`src/rtl/btb_if.sv`:
```
// Fetch / resolve port bundle for the branch target buffer.
//   master : drives fetch_pc, the update port and flush_all; observes the
//            prediction and the performance counters
//   slave  : the predictor itself
// Signals:
//   fetch_pc          PC being fetched this cycle
//   predicted_taken   lookup hit with a taken-leaning counter
//   predicted_target  stored target on a taken prediction, else fetch_pc+4
//   update_en         execute stage resolved a jump/branch
//   update_pc         PC of the resolved instruction
//   update_target     resolved target address
//   update_taken      resolved direction (1 = taken)
//   mispredict        execute redirected the PC this cycle
//   flush_all         invalidate every entry at the next edge
//   lookup_count      saturating count of update_en cycles
//   mispred_count     saturating count of update_en & mispredict cycles
interface btb_if #(
    parameter int CNT_W = 16
);
    logic [31:0]      fetch_pc;
    logic             predicted_taken;
    logic [31:0]      predicted_target;
    logic             update_en;
    logic [31:0]      update_pc;
    logic [31:0]      update_target;
    logic             update_taken;
    logic             mispredict;
    logic             flush_all;
    logic [CNT_W-1:0] lookup_count;
    logic [CNT_W-1:0] mispred_count;

    modport master (
        output fetch_pc, update_en, update_pc, update_target, update_taken,
               mispredict, flush_all,
        input  predicted_taken, predicted_target, lookup_count, mispred_count
    );

    modport slave (
        input  fetch_pc, update_en, update_pc, update_target, update_taken,
               mispredict, flush_all,
        output predicted_taken, predicted_target, lookup_count, mispred_count
    );
endinterface

```
`src/rtl/btb_predictor.sv`:
```
// Fetch-stage branch target buffer with 2-bit saturating direction counters.
// Direct-mapped: index = pc[IDX_W+1:2], tag = pc[31:IDX_W+2].
// Ports:
//   clk    system clock, rising edge
//   rst_n  asynchronous reset, active low
//   bus    btb_if slave: fetch lookup, resolve/update port, flush, perf counters
// Lookup is purely combinational on the registered table, so an update to
// the same index in the same cycle is only visible from the next cycle on.
module btb_predictor #(
    parameter int ENTRIES = 8,
    parameter int IDX_W   = 3,
    parameter int CNT_W   = 16
) (
    input  logic  clk,
    input  logic  rst_n,
    btb_if.slave  bus
);

    localparam int TAG_W = 32 - IDX_W - 2;
    localparam logic [CNT_W-1:0] CNT_MAX = {CNT_W{1'b1}};
    localparam logic [CNT_W-1:0] CNT_ONE = {{(CNT_W-1){1'b0}}, 1'b1};

    logic [ENTRIES-1:0] valid_q, valid_d;
    logic [TAG_W-1:0]   tag_q    [ENTRIES];
    logic [TAG_W-1:0]   tag_d    [ENTRIES];
    logic [31:0]        target_q [ENTRIES];
    logic [31:0]        target_d [ENTRIES];
    logic [1:0]         cnt_q    [ENTRIES];
    logic [1:0]         cnt_d    [ENTRIES];
    logic [CNT_W-1:0]   lookup_q, lookup_d;
    logic [CNT_W-1:0]   mispred_q, mispred_d;

    logic [IDX_W-1:0]   f_idx, u_idx;
    logic [TAG_W-1:0]   f_tag, u_tag;
    logic               f_hit, u_hit, f_taken;

    // PC bits [1:0] never take part in index or tag.
    logic unused_pc_lsbs;
    assign unused_pc_lsbs = ^{bus.fetch_pc[1:0], bus.update_pc[1:0]};

    // ---------------- lookup ----------------
    assign f_idx   = bus.fetch_pc[IDX_W+1:2];
    assign f_tag   = bus.fetch_pc[31:IDX_W+2];
    assign f_hit   = valid_q[f_idx] && (tag_q[f_idx] == f_tag);
    assign f_taken = f_hit && cnt_q[f_idx][1];

    assign bus.predicted_taken  = f_taken;
    assign bus.predicted_target = f_taken ? target_q[f_idx] : bus.fetch_pc + 32'd4;
    assign bus.lookup_count     = lookup_q;
    assign bus.mispred_count    = mispred_q;

    // ---------------- update ----------------
    assign u_idx = bus.update_pc[IDX_W+1:2];
    assign u_tag = bus.update_pc[31:IDX_W+2];
    assign u_hit = valid_q[u_idx] && (tag_q[u_idx] == u_tag);

    always_comb begin
        valid_d  = valid_q;
        tag_d    = tag_q;
        target_d = target_q;
        cnt_d    = cnt_q;

        // Flush wins over a same-cycle update; cnt/target are left as-is.
        if (bus.flush_all) begin
            valid_d = '0;
        end else if (bus.update_en) begin
            if (u_hit) begin
                if (bus.update_taken) begin
                    cnt_d[u_idx]    = (cnt_q[u_idx] == 2'b11) ? 2'b11 : cnt_q[u_idx] + 2'd1;
                    target_d[u_idx] = bus.update_target;
                end else begin
                    cnt_d[u_idx]    = (cnt_q[u_idx] == 2'b00) ? 2'b00 : cnt_q[u_idx] - 2'd1;
                end
            end else if (bus.update_taken) begin
                // Allocate (or evict an alias) in weakly-taken state.
                valid_d[u_idx]  = 1'b1;
                tag_d[u_idx]    = u_tag;
                target_d[u_idx] = bus.update_target;
                cnt_d[u_idx]    = 2'b10;
            end
        end
    end

    // Perf counters ignore flush and saturate at all-ones.
    always_comb begin
        lookup_d  = lookup_q;
        mispred_d = mispred_q;
        if (bus.update_en) begin
            if (lookup_q != CNT_MAX) begin
                lookup_d = lookup_q + CNT_ONE;
            end
            if (bus.mispredict && (mispred_q != CNT_MAX)) begin
                mispred_d = mispred_q + CNT_ONE;
            end
        end
    end

    always_ff @(posedge clk or negedge rst_n) begin
        if (!rst_n) begin
            valid_q   <= '0;
            lookup_q  <= '0;
            mispred_q <= '0;
            for (int i = 0; i < ENTRIES; i++) begin
                tag_q[i]    <= '0;
                target_q[i] <= '0;
                cnt_q[i]    <= 2'b01;
            end
        end else begin
            valid_q   <= valid_d;
            tag_q     <= tag_d;
            target_q  <= target_d;
            cnt_q     <= cnt_d;
            lookup_q  <= lookup_d;
            mispred_q <= mispred_d;
        end
    end

endmodule
```
`src/flat_wrapper.sv`:
```
// flat-port wrapper written by rule: the top's interface ports become plain ports
module btb_predictor_flat 
#(
    parameter int ENTRIES = 8,
    parameter int IDX_W   = 3,
    parameter int CNT_W   = 16
)
  (clk, rst_n, bus_fetch_pc, bus_update_en, bus_update_pc, bus_update_target, bus_update_taken, bus_mispredict, bus_flush_all, bus_predicted_taken, bus_predicted_target, bus_lookup_count, bus_mispred_count);
  btb_if #(.CNT_W(CNT_W)) bus_i ();
  input  logic clk;
  input  logic rst_n;
  input wire logic [$bits(bus_i.fetch_pc)-1:0] bus_fetch_pc;
  input wire logic [$bits(bus_i.update_en)-1:0] bus_update_en;
  input wire logic [$bits(bus_i.update_pc)-1:0] bus_update_pc;
  input wire logic [$bits(bus_i.update_target)-1:0] bus_update_target;
  input wire logic [$bits(bus_i.update_taken)-1:0] bus_update_taken;
  input wire logic [$bits(bus_i.mispredict)-1:0] bus_mispredict;
  input wire logic [$bits(bus_i.flush_all)-1:0] bus_flush_all;
  output wire logic [$bits(bus_i.predicted_taken)-1:0] bus_predicted_taken;
  output wire logic [$bits(bus_i.predicted_target)-1:0] bus_predicted_target;
  output wire logic [$bits(bus_i.lookup_count)-1:0] bus_lookup_count;
  output wire logic [$bits(bus_i.mispred_count)-1:0] bus_mispred_count;
  assign bus_i.fetch_pc = bus_fetch_pc;
  assign bus_i.update_en = bus_update_en;
  assign bus_i.update_pc = bus_update_pc;
  assign bus_i.update_target = bus_update_target;
  assign bus_i.update_taken = bus_update_taken;
  assign bus_i.mispredict = bus_mispredict;
  assign bus_i.flush_all = bus_flush_all;
  assign bus_predicted_taken = bus_i.predicted_taken;
  assign bus_predicted_target = bus_i.predicted_target;
  assign bus_lookup_count = bus_i.lookup_count;
  assign bus_mispred_count = bus_i.mispred_count;
  btb_predictor #(.ENTRIES(ENTRIES), .IDX_W(IDX_W), .CNT_W(CNT_W)) u_core (.clk(clk), .rst_n(rst_n), .bus(bus_i));
endmodule
```
`config.mk`:
```
export PLATFORM = sky130hd
export DESIGN_NAME = btb_predictor_flat
export DESIGN_NICKNAME = d
export VERILOG_FILES = /design/src/rtl/btb_if.sv /design/src/rtl/btb_predictor.sv /design/src/flat_wrapper.sv
export SDC_FILE = /design/constraint.sdc
export NUM_CORES = 1
export LEC_CHECK = 0
export ABC_CLOCK_PERIOD_IN_PS = 7000
export CAP_MARGIN = 30
export CORE_AREA = 2 2 249 251
export CTS_CLUSTER_SIZE = 12
export DETAILED_ROUTE_END_ITERATION = 7
export DIE_AREA = 0 0 251 253
export HOLD_SLACK_MARGIN = 0.06
export SYNTH_ARGS = -nofsm -noshare
export SYNTH_HDL_FRONTEND = slang
export SYNTH_SLANG_ARGS = --single-unit
```
`constraint.sdc`:
```
create_clock -name clk -period 7 [get_ports clk]
set_input_delay 2.1 -clock clk [delete_from_list [all_inputs] [get_ports clk]]
set_output_delay 2.1 -clock clk [all_outputs]
set_load 0.02 [all_outputs]
```
==> metrics.md <==
| Metric | Value |
|---|---|
| Minimum clock period | 7170 ps |
| Root Buffer | clkbuf_16 |
| Post-synthesis sequential area ratio | 48.7% |
| First-pass GRT wire length | 115000 microns |
| Final Slew Violations | 0 |
| # hold bufs at CTS | 0 |
| Largest net degree at the start of global routing | 157 |
| Min-Delay Startpoint | u_core.cnt_q[4] |
| Vias | 17500 |
| Synth unique cells | 59 |
| Tcrit/Tclk final | 102% |
| Ys flop type | dfrtp_1 |
| Measured slew at the worst slew-check pin | 1030 ps |
| Slew headroom | 31.1% |
| Wire per inst | 24.9 microns |
| Layout cell share with drive strength beyond 1 | 46.3% |
| Die Wd | 251 microns |
| Crit Path Class | input pin to output pin |
| VDD IR max | 0.183 mV |
| Drt pass-1 iters | 5 |
| Syn_area_per_cell | 14.1 sq um |
| Drt total wl | 75000 microns |
| Hold Crit Class | register to register |
| Worst endpoint required time | 4900 ps |
| Leakage | 14.5 nW |
| TritonCTS clock tree | built |
| Ports | 167 |
| Worst Path Arrival | 5070 ps |
| Clock Latency Late Sink | 630 ps |
| Flop pwr share | 45.4% |
| Largest cells by area after synthesis | dfrtp_1, mux2_2, mux4_2 |
| Grt total ovfl | 0 |
| Setup slack at placement | -714 ps |
| Number of global-route vias before repair | 18500 |
| Yosys warns | 0 |
| Synthesized area | 27100 sq um |
| Fillcell total | 5055 |
| Cell area after layout | 33200 sq um |
| Antenna violations before repair | 3 |
| R2r endpoint | u_core.tag_q[70] |
| DRT antenna net count | 0 |
| Synth Register Bits | 528 |
| Register area | 13200 sq um |
| Die ar. | 63500 sq um |
| Die height | 253 microns |
| Initial Utilization | 44.5% |
| Net Sw Frac | 27.1% |
| WHS | 488 ps |
| Failing checks | negative setup slack |
| Skew final | 13.7 ps |
| Net switching power | 2.39 mW |
| Final GP Congestion | 0.819 |
| Pwr Density | 265 nW/um^2 |
| Number of synthesized flops with an enable pin | 0 |
| RSZ-0062 raised after global routing | true |
| # rows | 91 |
| DR DRC count | 0 |
| IO Port Bufs | 164 |
| Combinational share of power | 21.4% |
| DRT iter0 DRCs | 1188 |
| Worst-path fanout max | 8 |
| Core footprint | 61000 sq um |
| Ant. Diodes | 0 |
| Synth area leader | dfrtp_1 |
| Nets@finish | 2280 |
| Max-Cap Viols | 0 |
| Worst setup SP type | input pin |
| Reg2reg path depth | 10 |
| Worst setup margin | -167 ps |
| Status | complete, but fails checks |
| CTS Sinks | 528 |
| FF-to-FF setup slack | 3410 ps |
| Multi-input logic area | 13600 sq um |
| CTS max path bufs | 3 |
| CP startpoint | bus_fetch_pc[3] |
| Area delta synth->final | 22.2% |
| Top cell type's share of synthesized area | 48.0% |
| Fmax | 0.140 GHz |
| GRT Total Usage | 23.9% |
| Vias/cell | 5.81 |
| Clock share of power | 33.1% |
| R2r startpoint | u_core.tag_q[158] |
| Mapped Cells | 1920 |
| Synthesized Nets | 2025 |
| DP Area | 30600 sq um |
| Clk slew on worst S/H paths | 60 ps |
| Setup Viol. Count Final | 32 |
| Final Hold Fails | 0 |
| Post-DP HPWL | 46800 microns |
| TritonCTS Buffers | 58 |
| CP Capture Type | output pin |
| Worst setup path end | bus_predicted_target[6] |
| Hold Path Stages | 2 |
| H-tree depth | 2 |
| Asr flop ratio synth | 100% |
| Cell Int Power | 6.41 mW |
-- power groups by stage --
stage | clock network [mW] | logic, mW | registers [mW]
floorplan | 0 | 1.21 | 3.96
global placement | 0 | 1.79 | 4.00
detailed placement | 0 | 1.83 | 4.04
CTS | 2.99 | 1.88 | 3.99
global route | 3.12 | 2.03 | 4.07
finish | 2.91 | 1.89 | 4.00
-- through the flow --
step / utilization (%) / setup TNS, ps / cells / power [mW]
after global placement: 50.1 / -19790 / 2882 / 5.80
final: 54.3 / -3110 / 3008 / 8.80
after detailed placement: 50.1 / -19490 / 2882 / 5.87
after floorplan: - / 0 / 1920 / 5.16
after CTS: 53.8 / -1270 / 3005 / 8.85
after global routing: 54.3 / -7740 / 3008 / 9.22
-- synth_stat cells (23+ instances only) --
master	number
dfrtp_1	520
mux2_2	474
mux4_2	151
mux2i_1	103
xnor2_1	64
clkbuf_1	59
nand2_1	56
nor2_1	51
xor2_1	39
nand3_1	33
a21oi_1	31
buf_1	30
nand4_1	24
buf_4	23
-- cells by family (layout without fill, tap and decap cells) --
| group | count (synthesis) | after routing | share of synthesized area, % |
|---|---|---|---|
| XOR/XNOR | 103 | 103 | 3.32 |
| adder cells (fa/ha/maj) | 5 | 5 | 0.212 |
| flip-flops | 528 | 528 | 48.7 |
| buffers and inverters | 161 | 459 | 3.00 |
| multiplexers | 745 | 745 | 36.7 |
| AND/OR/NAND/NOR | 279 | 279 | 5.61 |
| AO/OA/AOI/OAI | 99 | 99 | 2.42 |
-- metal layers --
layer / track usage (%) / vias to the layer above / wire length [microns] / part of all wire, %
met5: 0 / - / 32 / 0.043
met4: 5.90 / 6 / 1620 / 2.2
met2: 38.0 / 404 / 35200 / 47
met1: 33.7 / 9288 / 34100 / 45
met3: 5.10 / 100 / 4070 / 5.4
li1: - / 7684 / - / -
-- sequential cells by signal (all words and copies together), names as in the netlist --
| name | cells |
|---|---|
| u_core.bus.lookup_count | 16 |
| u_core.bus.mispred_count | 16 |
| u_core.cnt_q | 16 |
| u_core.tag_q | 216 |
| u_core.target_q | 256 |
| u_core.valid_q | 8 |
-- critical path: stages --
cell	delay, ps
buf_16	140
buf_8	170
mux4_2	490
mux2i_1	150
buf_4	160
xnor2_1	70
nor4_2	320
buf_4	190
nand3_4	80
buf_4	150
buf_6	100
nor4_2	120
buf_4	170
buf_4	110
mux2i_2	250
a211oi_2	90
buf_12	170
-- layout make-up --
type | count | area share (%)
sequential | 528 | 39.9
timing repair buffer | 340 | 10.7
multi-input combinational | 1231 | 40.9
inverter | 16 | 0.181
clock inverter | 14 | 0.283
clock buffer | 89 | 5.15
tap | 790 | 2.98
-- worst min-delay path by stage --
stage	end	slack (ps)
2_1_floorplan	u_core.cnt_q[4]	460
3_3_place_gp	u_core.cnt_q[14]	470
3_5_place_dp	u_core.cnt_q[0]	480
4_1_cts	u_core.cnt_q[0]	490
5_1_grt	u_core.target_q[45]	500
6_report	u_core.cnt_q[4]	490
-- cell usage in the layout, fill, tap and decap left out, types with 13 or more instances in the layout --
cell type        count
dfrtp_1            520
mux2_2             474
mux4_2             151
buf_4              140
clkdlybuf4s50_1    124
mux2i_1             95
xnor2_1             59
clkbuf_16           58
nand2_1             56
xor2_1              39
buf_12              32
nand3_1             29
buf_6               29
nor2_1              27
nand4_1             24
nor3_1              20
nor2_4              19
nor2b_1             18
mux2_1              17
clkbuf_1            17
a21oi_2             15
o21ai_0             14
nor3b_1             14
clkbuf_8            14
inv_1               13
-- repair_timing --
item,in CTS,in global routing
pin swaps,8,18
setup endpoints to repair,33,32
gates cloned,7,0
gates resized for setup,202,82
setup buffers,13,8
Note: power is estimated with default switching activity, not from simulation.
